$ cat src/rtl/pool_binarizer_pkg.sv
// -----------------------------------------------------------------------------
// pool_pkg
// Shared types and constants for the pooling/binarization stage.
//   pool_mode_e   : pooling mode carried on the mode input (2'b11 is reserved
//                   and treated as bypass by the datapath).
//   res_state_e   : result slot state (EMPTY = no result, FULL = result held).
//   BIN_*         : per-lane code values.
//   pool_result_t : wide result container sized for the largest legal window.
//   bin_code()    : maps (lane filled, lane above threshold) to a lane code.
// -----------------------------------------------------------------------------
package pool_pkg;

  typedef enum logic [1:0] {
    POOL_BYPASS = 2'b00,
    POOL_MAX    = 2'b01,
    POOL_SUM    = 2'b10
  } pool_mode_e;

  typedef enum logic {
    RES_EMPTY = 1'b0,
    RES_FULL  = 1'b1
  } res_state_e;

  localparam logic [7:0] BIN_POS  = 8'h01;
  localparam logic [7:0] BIN_NEG  = 8'hFF;
  localparam logic [7:0] BIN_NONE = 8'h00;

  localparam int MAX_WIN    = 16;
  localparam int MAX_POOL_W = 32;
  localparam int MAX_CNT_W  = 5;

  typedef struct packed {
    logic [MAX_WIN-1:0][7:0] bits;
    logic [MAX_POOL_W-1:0]   pool;
    logic                    pool_bit;
    logic [MAX_CNT_W-1:0]    count;
  } pool_result_t;

  // Unfilled lanes read as "no value"; filled lanes are +1 / -1 codes.
  function automatic logic [7:0] bin_code(input logic filled, input logic above);
    logic [7:0] code;
    if (!filled) begin
      code = BIN_NONE;
    end else if (above) begin
      code = BIN_POS;
    end else begin
      code = BIN_NEG;
    end
    return code;
  endfunction

endpackage

$ cat src/rtl/pool_binarizer_if.sv
// -----------------------------------------------------------------------------
// pool_binarizer_if
// Stream bundle for pool_binarizer.
//   Upstream : in_valid / in_ready / in_data, plus flush, mode, threshold.
//   Result   : out_valid / out_ready, out_bits (lane 0 = oldest sample),
//              out_pool, out_pool_bit, out_count.
//   master   : the side that feeds samples and consumes results.
//   slave    : the pooling stage itself.
// -----------------------------------------------------------------------------
interface pool_binarizer_if #(
  parameter int DATA_W = 8,
  parameter int WIN    = 4,
  parameter int POOL_W = DATA_W + $clog2(WIN)
);
  localparam int CNT_W = $clog2(WIN + 1);

  logic                    in_valid;
  logic                    in_ready;
  logic [DATA_W-1:0]       in_data;
  logic                    flush;
  logic [1:0]              mode;
  logic [DATA_W-1:0]       threshold;
  logic                    out_valid;
  logic                    out_ready;
  logic [WIN-1:0][7:0]     out_bits;
  logic [POOL_W-1:0]       out_pool;
  logic                    out_pool_bit;
  logic [CNT_W-1:0]        out_count;

  modport master (
    output in_valid, in_data, flush, mode, threshold, out_ready,
    input  in_ready, out_valid, out_bits, out_pool, out_pool_bit, out_count
  );

  modport slave (
    input  in_valid, in_data, flush, mode, threshold, out_ready,
    output in_ready, out_valid, out_bits, out_pool, out_pool_bit, out_count
  );

endinterface

$ cat src/rtl/pool_binarizer_reduce.sv
// -----------------------------------------------------------------------------
// pool_reduce
// Combinational signed max and sum over a lane vector with a lane-valid mask.
//   i_lanes : WIN lanes of DATA_W-bit signed samples
//   i_mask  : lane-valid mask (1 = lane participates)
//   o_max   : signed maximum; masked lanes contribute the most negative value
//   o_sum   : signed sum; masked lanes contribute 0. SUM_W cannot overflow.
// -----------------------------------------------------------------------------
module pool_reduce #(
  parameter int DATA_W = 8,
  parameter int WIN    = 4,
  parameter int SUM_W  = DATA_W + $clog2(WIN)
) (
  input  logic [WIN-1:0][DATA_W-1:0] i_lanes,
  input  logic [WIN-1:0]             i_mask,
  output logic signed [DATA_W-1:0]   o_max,
  output logic signed [SUM_W-1:0]    o_sum
);

  localparam logic signed [DATA_W-1:0] MIN_VAL = {1'b1, {(DATA_W-1){1'b0}}};

  logic signed [DATA_W-1:0] w_max_in [WIN];
  logic signed [SUM_W-1:0]  w_sum_in [WIN];

  for (genvar g = 0; g < WIN; g++) begin : g_lane
    assign w_max_in[g] = i_mask[g] ? $signed(i_lanes[g]) : MIN_VAL;
    assign w_sum_in[g] = i_mask[g] ? SUM_W'($signed(i_lanes[g])) : {SUM_W{1'b0}};
  end

  // Running max / sum across the lanes.
  always_comb begin
    o_max = MIN_VAL;
    o_sum = {SUM_W{1'b0}};
    for (int i = 0; i < WIN; i++) begin
      if (w_max_in[i] > o_max) begin
        o_max = w_max_in[i];
      end else begin
        o_max = o_max;
      end
      o_sum = o_sum + w_sum_in[i];
    end
  end

endmodule

$ cat src/rtl/pool_binarizer.sv
// -----------------------------------------------------------------------------
// pool_binarizer
// Streaming window pooling + binarization stage.
//   clk   : rising-edge clock
//   rst_n : asynchronous active-low reset (discards any partial window)
//   bus   : pool_binarizer_if.slave stream bundle
// Samples fill lanes 0..WIN-1 of a window; a full window (or a flushed partial
// one) is registered as one result: per-lane +/-1 codes, pooled value and its
// binarized bit. mode/threshold are captured with lane 0 of each window.
// -----------------------------------------------------------------------------
module pool_binarizer
  import pool_pkg::*;
#(
  parameter int DATA_W = 8,
  parameter int WIN    = 4,
  parameter int POOL_W = DATA_W + $clog2(WIN)
) (
  input  logic          clk,
  input  logic          rst_n,
  pool_binarizer_if.slave bus
);

  localparam int CNT_W = $clog2(WIN + 1);
  localparam int SUM_W = DATA_W + $clog2(WIN);

  typedef logic [CNT_W-1:0] cnt_t;
  localparam cnt_t LAST_LANE = cnt_t'(WIN - 1);

  logic [WIN-1:0][DATA_W-1:0] r_lane, w_lane_nx;
  cnt_t                       r_fill, w_cnt_nx;
  logic [1:0]                 r_mode, w_mode_use;
  logic [DATA_W-1:0]          r_thr, w_thr_use;
  logic                       r_flush_pend;
  res_state_e                 r_state, w_state_nx;
  logic [WIN-1:0][7:0]        r_bits, w_bits;
  logic [POOL_W-1:0]          r_pool, w_pool;
  logic                       r_pool_bit, w_pool_bit;
  cnt_t                       r_count;

  logic                       w_slot_free, w_acc, w_first, w_complete;
  logic                       w_emit_flush, w_emit, w_set_pend;
  logic [WIN-1:0]             w_mask;
  logic signed [DATA_W-1:0]   w_max;
  logic signed [SUM_W-1:0]    w_sum;
  logic signed [POOL_W-1:0]   w_max_ext, w_sum_ext, w_thr_ext;

  assign w_slot_free  = (r_state == RES_EMPTY) || bus.out_ready;
  assign bus.in_ready = rst_n && w_slot_free;
  assign w_acc        = bus.in_valid && bus.in_ready;
  assign w_first      = (r_fill == cnt_t'(0));
  assign w_complete   = w_acc && (r_fill == LAST_LANE);
  assign w_cnt_nx     = r_fill + cnt_t'(w_acc);

  // A flush closes whatever the window holds after this cycle's sample; a
  // completing sample already closes it, so flush adds nothing then.
  assign w_emit_flush = (bus.flush || r_flush_pend) && w_slot_free &&
                        (w_cnt_nx != cnt_t'(0)) && !w_complete;
  assign w_emit       = w_complete || w_emit_flush;
  assign w_set_pend   = bus.flush && !w_slot_free && (r_fill != cnt_t'(0));

  // The window being closed may have its lane 0 arriving right now, in which
  // case the live mode/threshold apply rather than the stale latched copy.
  assign w_mode_use = w_first ? bus.mode      : r_mode;
  assign w_thr_use  = w_first ? bus.threshold : r_thr;

  // Lane vector including this cycle's accepted sample, plus fill mask.
  always_comb begin
    w_lane_nx = r_lane;
    w_mask    = {WIN{1'b0}};
    for (int i = 0; i < WIN; i++) begin
      if (w_acc && (r_fill == cnt_t'(i))) begin
        w_lane_nx[i] = bus.in_data;
      end else begin
        w_lane_nx[i] = r_lane[i];
      end
      w_mask[i] = (cnt_t'(i) < w_cnt_nx);
    end
  end

  pool_reduce #(
    .DATA_W (DATA_W),
    .WIN    (WIN),
    .SUM_W  (SUM_W)
  ) u_reduce (
    .i_lanes (w_lane_nx),
    .i_mask  (w_mask),
    .o_max   (w_max),
    .o_sum   (w_sum)
  );

  assign w_max_ext = POOL_W'(w_max);
  assign w_sum_ext = POOL_W'(w_sum);
  assign w_thr_ext = POOL_W'($signed(w_thr_use));

  // Per-lane +/-1 codes against the window's threshold.
  always_comb begin
    w_bits = {WIN{BIN_NONE}};
    for (int i = 0; i < WIN; i++) begin
      w_bits[i] = bin_code(w_mask[i], $signed(w_lane_nx[i]) > $signed(w_thr_use));
    end
  end

  // Pooled value and its binarized bit; reserved mode behaves as bypass.
  always_comb begin
    w_pool     = {POOL_W{1'b0}};
    w_pool_bit = 1'b0;
    case (w_mode_use)
      POOL_MAX: begin
        w_pool     = w_max_ext;
        w_pool_bit = (w_max_ext > w_thr_ext);
      end
      POOL_SUM: begin
        w_pool     = w_sum_ext;
        w_pool_bit = (w_sum_ext > w_thr_ext);
      end
      default: begin
        w_pool     = {POOL_W{1'b0}};
        w_pool_bit = 1'b0;
      end
    endcase
  end

  // Result slot next state: a new result always lands in FULL, even while
  // the previous one is being drained.
  always_comb begin
    w_state_nx = r_state;
    case (r_state)
      RES_EMPTY: begin
        if (w_emit) begin
          w_state_nx = RES_FULL;
        end else begin
          w_state_nx = RES_EMPTY;
        end
      end
      RES_FULL: begin
        if (w_emit) begin
          w_state_nx = RES_FULL;
        end else if (bus.out_ready) begin
          w_state_nx = RES_EMPTY;
        end else begin
          w_state_nx = RES_FULL;
        end
      end
      default: begin
        w_state_nx = RES_EMPTY;
      end
    endcase
  end

  // Result slot state register.
  always_ff @(posedge clk or negedge rst_n) begin
    if (!rst_n) begin
      r_state <= RES_EMPTY;
    end else begin
      r_state <= w_state_nx;
    end
  end

  // Lane buffer, fill counter, window settings, flush-pending and result.
  always_ff @(posedge clk or negedge rst_n) begin
    if (!rst_n) begin
      r_lane       <= '0;
      r_fill       <= cnt_t'(0);
      r_mode       <= 2'b00;
      r_thr        <= {DATA_W{1'b0}};
      r_flush_pend <= 1'b0;
      r_bits       <= {WIN{BIN_NONE}};
      r_pool       <= {POOL_W{1'b0}};
      r_pool_bit   <= 1'b0;
      r_count      <= cnt_t'(0);
    end else begin
      if (w_acc) begin
        r_lane <= w_lane_nx;
      end
      if (w_acc && w_first) begin
        r_mode <= bus.mode;
        r_thr  <= bus.threshold;
      end
      if (w_emit) begin
        r_bits     <= w_bits;
        r_pool     <= w_pool;
        r_pool_bit <= w_pool_bit;
        r_count    <= w_cnt_nx;
        r_fill     <= cnt_t'(0);
      end else if (w_acc) begin
        r_fill <= w_cnt_nx;
      end
      if (w_emit) begin
        r_flush_pend <= 1'b0;
      end else if (w_set_pend) begin
        r_flush_pend <= 1'b1;
      end
    end
  end

  assign bus.out_valid    = (r_state == RES_FULL);
  assign bus.out_bits     = r_bits;
  assign bus.out_pool     = r_pool;
  assign bus.out_pool_bit = r_pool_bit;
  assign bus.out_count    = r_count;

endmodule
$ cat src/flat_wrapper.sv
// flat-port wrapper written by rule: the top's interface ports become plain ports
module pool_binarizer_flat import pool_pkg::*;
#(
  parameter int DATA_W = 8,
  parameter int WIN    = 4,
  parameter int POOL_W = DATA_W + $clog2(WIN)
)
  (clk, rst_n, bus_in_valid, bus_in_data, bus_flush, bus_mode, bus_threshold, bus_out_ready, bus_in_ready, bus_out_valid, bus_out_bits, bus_out_pool, bus_out_pool_bit, bus_out_count);
  pool_binarizer_if #(.DATA_W(DATA_W), .WIN(WIN), .POOL_W(POOL_W)) bus_i ();
  input  logic clk;
  input  logic rst_n;
  input wire logic [$bits(bus_i.in_valid)-1:0] bus_in_valid;
  input wire logic [$bits(bus_i.in_data)-1:0] bus_in_data;
  input wire logic [$bits(bus_i.flush)-1:0] bus_flush;
  input wire logic [$bits(bus_i.mode)-1:0] bus_mode;
  input wire logic [$bits(bus_i.threshold)-1:0] bus_threshold;
  input wire logic [$bits(bus_i.out_ready)-1:0] bus_out_ready;
  output wire logic [$bits(bus_i.in_ready)-1:0] bus_in_ready;
  output wire logic [$bits(bus_i.out_valid)-1:0] bus_out_valid;
  output wire logic [$bits(bus_i.out_bits)-1:0] bus_out_bits;
  output wire logic [$bits(bus_i.out_pool)-1:0] bus_out_pool;
  output wire logic [$bits(bus_i.out_pool_bit)-1:0] bus_out_pool_bit;
  output wire logic [$bits(bus_i.out_count)-1:0] bus_out_count;
  assign bus_i.in_valid = bus_in_valid;
  assign bus_i.in_data = bus_in_data;
  assign bus_i.flush = bus_flush;
  assign bus_i.mode = bus_mode;
  assign bus_i.threshold = bus_threshold;
  assign bus_i.out_ready = bus_out_ready;
  assign bus_in_ready = bus_i.in_ready;
  assign bus_out_valid = bus_i.out_valid;
  assign bus_out_bits = bus_i.out_bits;
  assign bus_out_pool = bus_i.out_pool;
  assign bus_out_pool_bit = bus_i.out_pool_bit;
  assign bus_out_count = bus_i.out_count;
  pool_binarizer #(.DATA_W(DATA_W), .WIN(WIN), .POOL_W(POOL_W)) u_core (.clk(clk), .rst_n(rst_n), .bus(bus_i));
endmodule
$ cat config.mk
export PLATFORM = sky130hd
export DESIGN_NAME = pool_binarizer_flat
export DESIGN_NICKNAME = d
export VERILOG_FILES = /design/src/rtl/pool_binarizer_pkg.sv /design/src/rtl/pool_binarizer_if.sv /design/src/rtl/pool_binarizer_reduce.sv /design/src/rtl/pool_binarizer.sv /design/src/flat_wrapper.sv
export SDC_FILE = /design/constraint.sdc
export NUM_CORES = 1
export LEC_CHECK = 0
export ABC_AREA = 1
export CELL_PAD_IN_SITES_DETAIL_PLACEMENT = 1
export CELL_PAD_IN_SITES_GLOBAL_PLACEMENT = 1
export CORE_MARGIN = 2
export CORE_UTILIZATION = 43
export CTS_CLUSTER_SIZE = 12
export DETAILED_ROUTE_END_ITERATION = 8
export PLACE_DENSITY_LB_ADDON = 0.25
export RECOVER_POWER = 25
export SLEW_MARGIN = 20
export SYNTH_ARGS = -nofsm -noshare
export SYNTH_HDL_FRONTEND = slang
export SYNTH_SLANG_ARGS = --single-unit
$ cat constraint.sdc
create_clock -name clk -period 7 [get_ports clk]
set_input_delay 1.05 -clock clk [delete_from_list [all_inputs] [get_ports clk]]
set_output_delay 1.05 -clock clk [all_outputs]
set_load 0.05 [all_outputs]
==> impl_metrics.csv, run 1 <==
group,metric,value,unit
logic_synthesis,syn-cell-area,0.00650,mm²
critical_path,crit_required,7280,ps
die,die_w,127,µm
critical_path,cp_slowest_stage_delay,310,ps
logic_synthesis,ys_seq_area_share,26.2,%
cells_and_area,antennaDiodeCount,0,
sta,finalSetupViolCount,1,
sta,tightest_slew,3950,ps
logic_synthesis,async_reset_ff_share,100,%
sta,finalCritPeriodShare,104,%
logic_synthesis,synth_xor_area_share,1.46,%
critical_path,path_common_cell,"nand2_1",
logic_synthesis,muxShareOfSynthArea,0,%
job,maxCapViolations,1,
sta,slew_headroom,-163,%
sta,timing.setup.tns,-291,ps
clocking,clk_latency,340,ps
clocking,htree_levels,3,
clocking,cts.clk_slew.worst_paths,60,ps
logic_synthesis,synth.largest_area_cell,"dfrtp_1",
sta,maxClockFrequency,137,MHz
outcome,violations,"capacitance limit, slew limit, setup timing",
sta,skew,5.62,ps
grt,grt_pass1_wl,41100,µm
logic_synthesis,yosys.area_share.adder,22.0,%
detailed_routing,wl,26800,µm
place,dp_hpwl,18900,µm
logic_synthesis,yosysWarnings,0,
logic_synthesis,ys_types,49,
detailed_routing,wire_per_inst,21.5,µm
critical_path,cpLargestDelayFamily,"simple AND/OR/NAND/NOR gates",
cells_and_area,area_delta_synth_final,43.0,%
critical_path,critPathLaunchType,"primary input",
clocking,cts_sinks,68,
logic_synthesis,yosysTopAreaCellShare,26.2,%
grt,gr-total-overflow,0,
cells_and_area,finalNonFillerCells,1250,
place,place.gp.congestion,0.960,
logic_synthesis,synth_compound_area_share,13.6,%
logic_synthesis,synth.area.top_cells,"dfrtp_1, ha_1, nand2_1, inv_1, fa_1",
outcome,status,"complete, but fails checks",
cells_and_area,final_common_cell,"nand2_1",
die,core-area,0.0146,mm²
clocking,root_buffer,"clkbuf_16",
detailed_routing,ant_nets,0,
die,die_h,127,µm
cells_and_area,final_cell_mix,"nand2_1, buf_4, inv_1, ha_1, dfrtp_1",
logic_synthesis,synth_top_family_by_area,"simple AND/OR/NAND/NOR gates",
place,port_buffers,70,
sta,hold_ws,487,ps
sta,min_period,7290,ps
die,die_area,0.0161,mm²
sta,grt_setup_unrepaired,"yes",
detailed_routing,drcViolationCount,0,
logic_synthesis,synth_nets,986,
cells_and_area,drive_gt1_share,30.0,%
logic_synthesis,yosys.area_share.simple,23.8,%
critical_path,worst-path-buf-inv,9,
die,pin_count,71,
detailed_routing,vias_per_cell,5.49,
critical_path,arrival,7570,ps
place,numPlacedInstances,1187,
critical_path,crit_fanout,8,
clocking,cts_tree,"yes",
critical_path,end_kind,"flip-flop",
logic_synthesis,synth_flop_cell,"dfrtp_1",
logic_synthesis,synth_area_per_cell,7.57,µm²
die,num_rows,44,
clocking,numCtsBuffers,9,
grt,grt_usage,33.4,%
die,initial_core_util,44.4,%
detailed_routing,dr.pass1.iters,5,
sta,drv_slew,70,
critical_path,crit_type,"primary input to flip-flop",
clocking,holdBufCountCts,0,
logic_synthesis,synth_edf_count,0,
logic_synthesis,synth_cells,859,
cells_and_area,fin_nets,1188,
clocking,clockBufferDepth,2,
critical_path,cp_slowest_cell,"ha_1",
logic_synthesis,synth_seq_cells,68,
worst_hold_path,hp-class,"flip-flop to flip-flop",
detailed_routing,drt_iter0_drc,413,
grt,grt_pass1_vias,7613,
sta,hold_violations,0,
grt,antenna_found_initial,0,
sta,timing.final.ws_setup,-291,ps
grt,grt_start_max_net_pins,70,
detailed_routing,num_vias,6857,
cells_and_area,fin_util,63.5,%
[cell usage after synthesis, drive strengths merged (2+ instances only)]
cell type	instances
a21boi	4
nand2	218
nor3	3
xor2	7
o21bai	4
o21a	3
xnor2	3
fa	17
ha	87
o211ai	15
clkbuf	5
o21ai	62
nand3	45
nand4	8
a21o	2
nor2	54
dfrtp	68
a31oi	2
buf	36
and2	14
inv	148
a21oi	45
[path summary, 6_finish.rpt]
kind,from,end,slack (ps),cells after the start
max,bus_out_ready,u_core.bus.out_pool_bit$_DFFE_PN0N_,-290,54
min,u_core.bus.out_pool[3]$_DFFE_PN0N_,u_core.bus.out_pool[3]$_DFFE_PN0N_,490,2
max reg2reg,u_core.r_fill[2]$_DFFE_PN0P_,u_core.bus.out_pool_bit$_DFFE_PN0N_,160,49
min reg2reg,u_core.bus.out_pool[3]$_DFFE_PN0N_,u_core.bus.out_pool[3]$_DFFE_PN0N_,490,2
max in group asynchronous,rst_n,u_core.bus.out_pool[2]$_DFFE_PN0N_,2360,2
min in group asynchronous,rst_n,u_core.r_lane[27]$_DFFE_PN0P_,2410,2
[worst min-delay path, stage by stage (launching register included)]
cell     delay, ps
dfrtp_1        340
nand2_1         60
nand2_1         60
[repair_timing]
action / 4_1_cts / 5_1_grt
buffers inserted: 37 / 8
gates resized for setup: 86 / 39
pin swaps: 42 / 22
setup endpoints to repair: 1 / 1
gates cloned: 2 / 0
[per-stage QoR]
stage / cell area, µm² / setup WS [ps]
2_1_floorplan: 6540 / 43.7
3_3_place_gp: 8060 / -672
3_5_place_dp: 8060 / -1070
4_1_cts: 9050 / 9.10
5_1_grt: 9300 / -587
6_report: 9300 / -291
[cell families after synthesis]
kind of cell,after synthesis
fa+ha+maj,104
compound gates,144
flops,68
buf+inv,189
xor+xnor,10
simple gates,344
[area by class of cell]
type,count,area (µm²)
clock buffers,10,239
clock inverters,6,62.6
fillers,1763,5350
inverters,148,581
multi-input cells,603,4530
flip-flops and latches,68,1700
well taps,184,230
repair buffers,231,1950
[registers in the layout, summed over array words and instances (netlist names)]
signal / count
u_core.bus.out_bits: 8
u_core.bus.out_count: 2
u_core.bus.out_pool: 10
u_core.bus.out_pool_bit: 1
u_core.bus.out_valid: 1
u_core.r_lane: 32
u_core.r_mode: 2
u_core.r_thr: 8
u_core.r_flush_pend: 1
u_core.r_fill: 3
[layer usage]
metal	wire (µm)	up-vias	track usage (%)
met5	0	-	0
met4	1080	0	12.7
met3	1010	75	4.22
met2	13500	214	59.9
met1	11200	3425	40.9
li1	-	3143	-
Power of run 1 is left out: the tool's default activity adds up to more than one toggle a clock period on the data nets, which glitch-free logic cannot reach.
==> run 2, diff against run 1 <==
Settings changed: GPL_TIMING_DRIVEN set to 0, SLEW_MARGIN 20 to not set.
==> run 2 against run 1 <==
The run still ends with capacitance limit, slew limit, setup timing left. Via count is 9.3% higher. Critical path depth is 4 lower. Wire length is 19% higher. Global-route usage hardly changed. Maximum frequency is 6.2% lower. Critical path type unchanged. Largest cell class unchanged. Highest routed layer unchanged.
==> impl_metrics.csv, run 2 (synthesized netlist as in run 1, its figures left out) <==
group,metric,value,unit
clocking,cts_sinks,68,
cells_and_area,area_delta_synth_final,44.6,%
sta,skew,21.7,ps
detailed_routing,drt_iter0_drc,599,
place,dp_worst_setup_slack,-1790,ps
sta,maxClockFrequency,129,MHz
critical_path,timing.rr.start,"u_core.bus.out_valid$_DFF_PN0_",
grt,grt_usage,33.4,%
critical_path,crit_fanout,8,
grt,grt_start_max_net_pins,33,
critical_path,cp_slowest_cell,"a21oi_4",
sta,timing.final.ws_setup,-775,ps
critical_path,cpLargestDelayFamily,"simple AND/OR/NAND/NOR gates",
clocking,cts.clk_slew.worst_paths,80,ps
grt,antenna_found_initial,1,
sta,slew_headroom,-26.2,%
sta,grt_setup_unrepaired,"yes",
clocking,numCtsBuffers,9,
detailed_routing,vias_per_cell,6.09,
clocking,clockBufferDepth,2,
detailed_routing,dr.pass1.iters,6,
cells_and_area,top_register,"u_core.r_lane",
die,die_w,127,µm
cells_and_area,fin_nets,1168,
critical_path,worst-path-buf-inv,8,
die,core-area,0.0146,mm²
detailed_routing,ant_nets,0,
cells_and_area,fillers,1723,
die,initial_core_util,44.4,%
critical_path,end_kind,"flip-flop",
place,place.gp.congestion,0.884,
clocking,holdBufCountCts,0,
cells_and_area,antennaDiodeCount,0,
cells_and_area,finalNonFillerCells,1230,
grt,gr-total-overflow,0,
place,dp_hpwl,16200,µm
cells_and_area,design_area,0.00940,mm²
clocking,cts_tree,"yes",
sta,timing.setup.tns,-775,ps
die,die_area,0.0161,mm²
die,die_h,127,µm
cells_and_area,final_common_cell,"nand2_1",
clocking,clk_latency,370,ps
critical_path,crit_required,7290,ps
detailed_routing,wire_per_inst,26.0,µm
job,maxCapViolations,2,
die,num_rows,44,
clocking,root_buffer,"clkbuf_16",
sta,finalCritPeriodShare,111,%
sta,finalSetupViolCount,1,
sta,drv_slew,40,
critical_path,r2r-end,"u_core.bus.out_pool_bit$_DFFE_PN0N_",
cells_and_area,multi_input_area,0.00482,mm²
cells_and_area,drive_gt1_share,31.1,%
outcome,violations,"capacitance limit, slew limit, setup timing",
detailed_routing,num_vias,7495,
clocking,htree_levels,3,
outcome,status,"complete, but fails checks",
detailed_routing,wl,32000,µm
cells_and_area,largest_reg_flops,32,
worst_hold_path,hp-class,"primary input to async pin",
place,port_buffers,70,
detailed_routing,drcViolationCount,0,
cells_and_area,final_cell_mix,"nand2_1, inv_1, buf_4, dfrtp_1, clkdlybuf4s50_1",
grt,grt_pass1_vias,7496,
sta,min_period,7770,ps
cells_and_area,final-seq-area,0.00170,mm²
critical_path,crit_type,"primary input to flip-flop",
place,dpl_cell_area,0.00752,mm²
critical_path,path_common_cell,"nand2_1",
grt,grt_pass1_wl,41000,µm
critical_path,cp_slowest_stage_delay,350,ps
critical_path,arrival,8060,ps
critical_path,critPathLaunchType,"primary input",
critical_path,r2r_cells,48,
die,pin_count,71,
sta,hold_violations,0,
sta,tightest_slew,1890,ps
critical_path,r2r_setup_slack,-350,ps
place,numPlacedInstances,1117,
run 2: changes by cell type in the layout (fill, tap and decap cells not counted), moves of 7 or more:
cell and change:
buf_4 -39, clkbuf_1 +8, ha_1 -7, buf_6 +11
nand2_8 +9, nand2_1 -13
run 2: metrics by stage:
step,hold WS [ps],utilization [%]
5_1_grt,485,64.2
2_1_floorplan,440,-
3_3_place_gp,448,51.0
4_1_cts,472,60.6
6_report,483,64.2
3_5_place_dp,457,51.3
run 2: worst max-delay path by stage:
stage	startpoint	endpoint	slack, ps	cells past startpoint
5_1_grt	bus_out_ready	u_core.bus.out_pool_bit$_DFFE_PN0N_	-1000	48
3_5_place_dp	bus_out_ready	u_core.bus.out_pool_bit$_DFFE_PN0N_	-1790	47
4_1_cts	rst_n	u_core.bus.out_pool_bit$_DFFE_PN0N_	2	49
2_1_floorplan	bus_out_ready	u_core.bus.out_pool_bit$_DFFE_PN0N_	40	48
3_3_place_gp	rst_n	u_core.bus.out_pool_bit$_DFFE_PN0N_	-4640	45
6_report	bus_out_ready	u_core.bus.out_pool_bit$_DFFE_PN0N_	-770	50
run 2: area by class of cell:
type	instances	share of cell area [%]
repair buffers	170	15.7
flip-flops and latches	68	18.1
clock buffers	12	2.62
plain buffers	41	3.09
well taps	184	2.45
inverters	148	6.39
multi-input cells	603	51.3
clock inverters	4	0.266
run 2: per-layer routing:
metal	global-route usage [%]	wire length, µm	vias up
met1	39.4	11900	3684
li1	-	-	3120
met5	0	0	-
met2	56.3	15200	475
met4	20.9	2660	0
met3	6.37	2270	216
run 2: what timing repair did:
item / CTS / global route
gates cloned: 3 / 0
gates resized for setup: 101 / 102
setup endpoints to repair: 11 / 1
pin swaps: 58 / 68
setup buffers: 76 / 20
Power of run 2 is left out for the same reason.
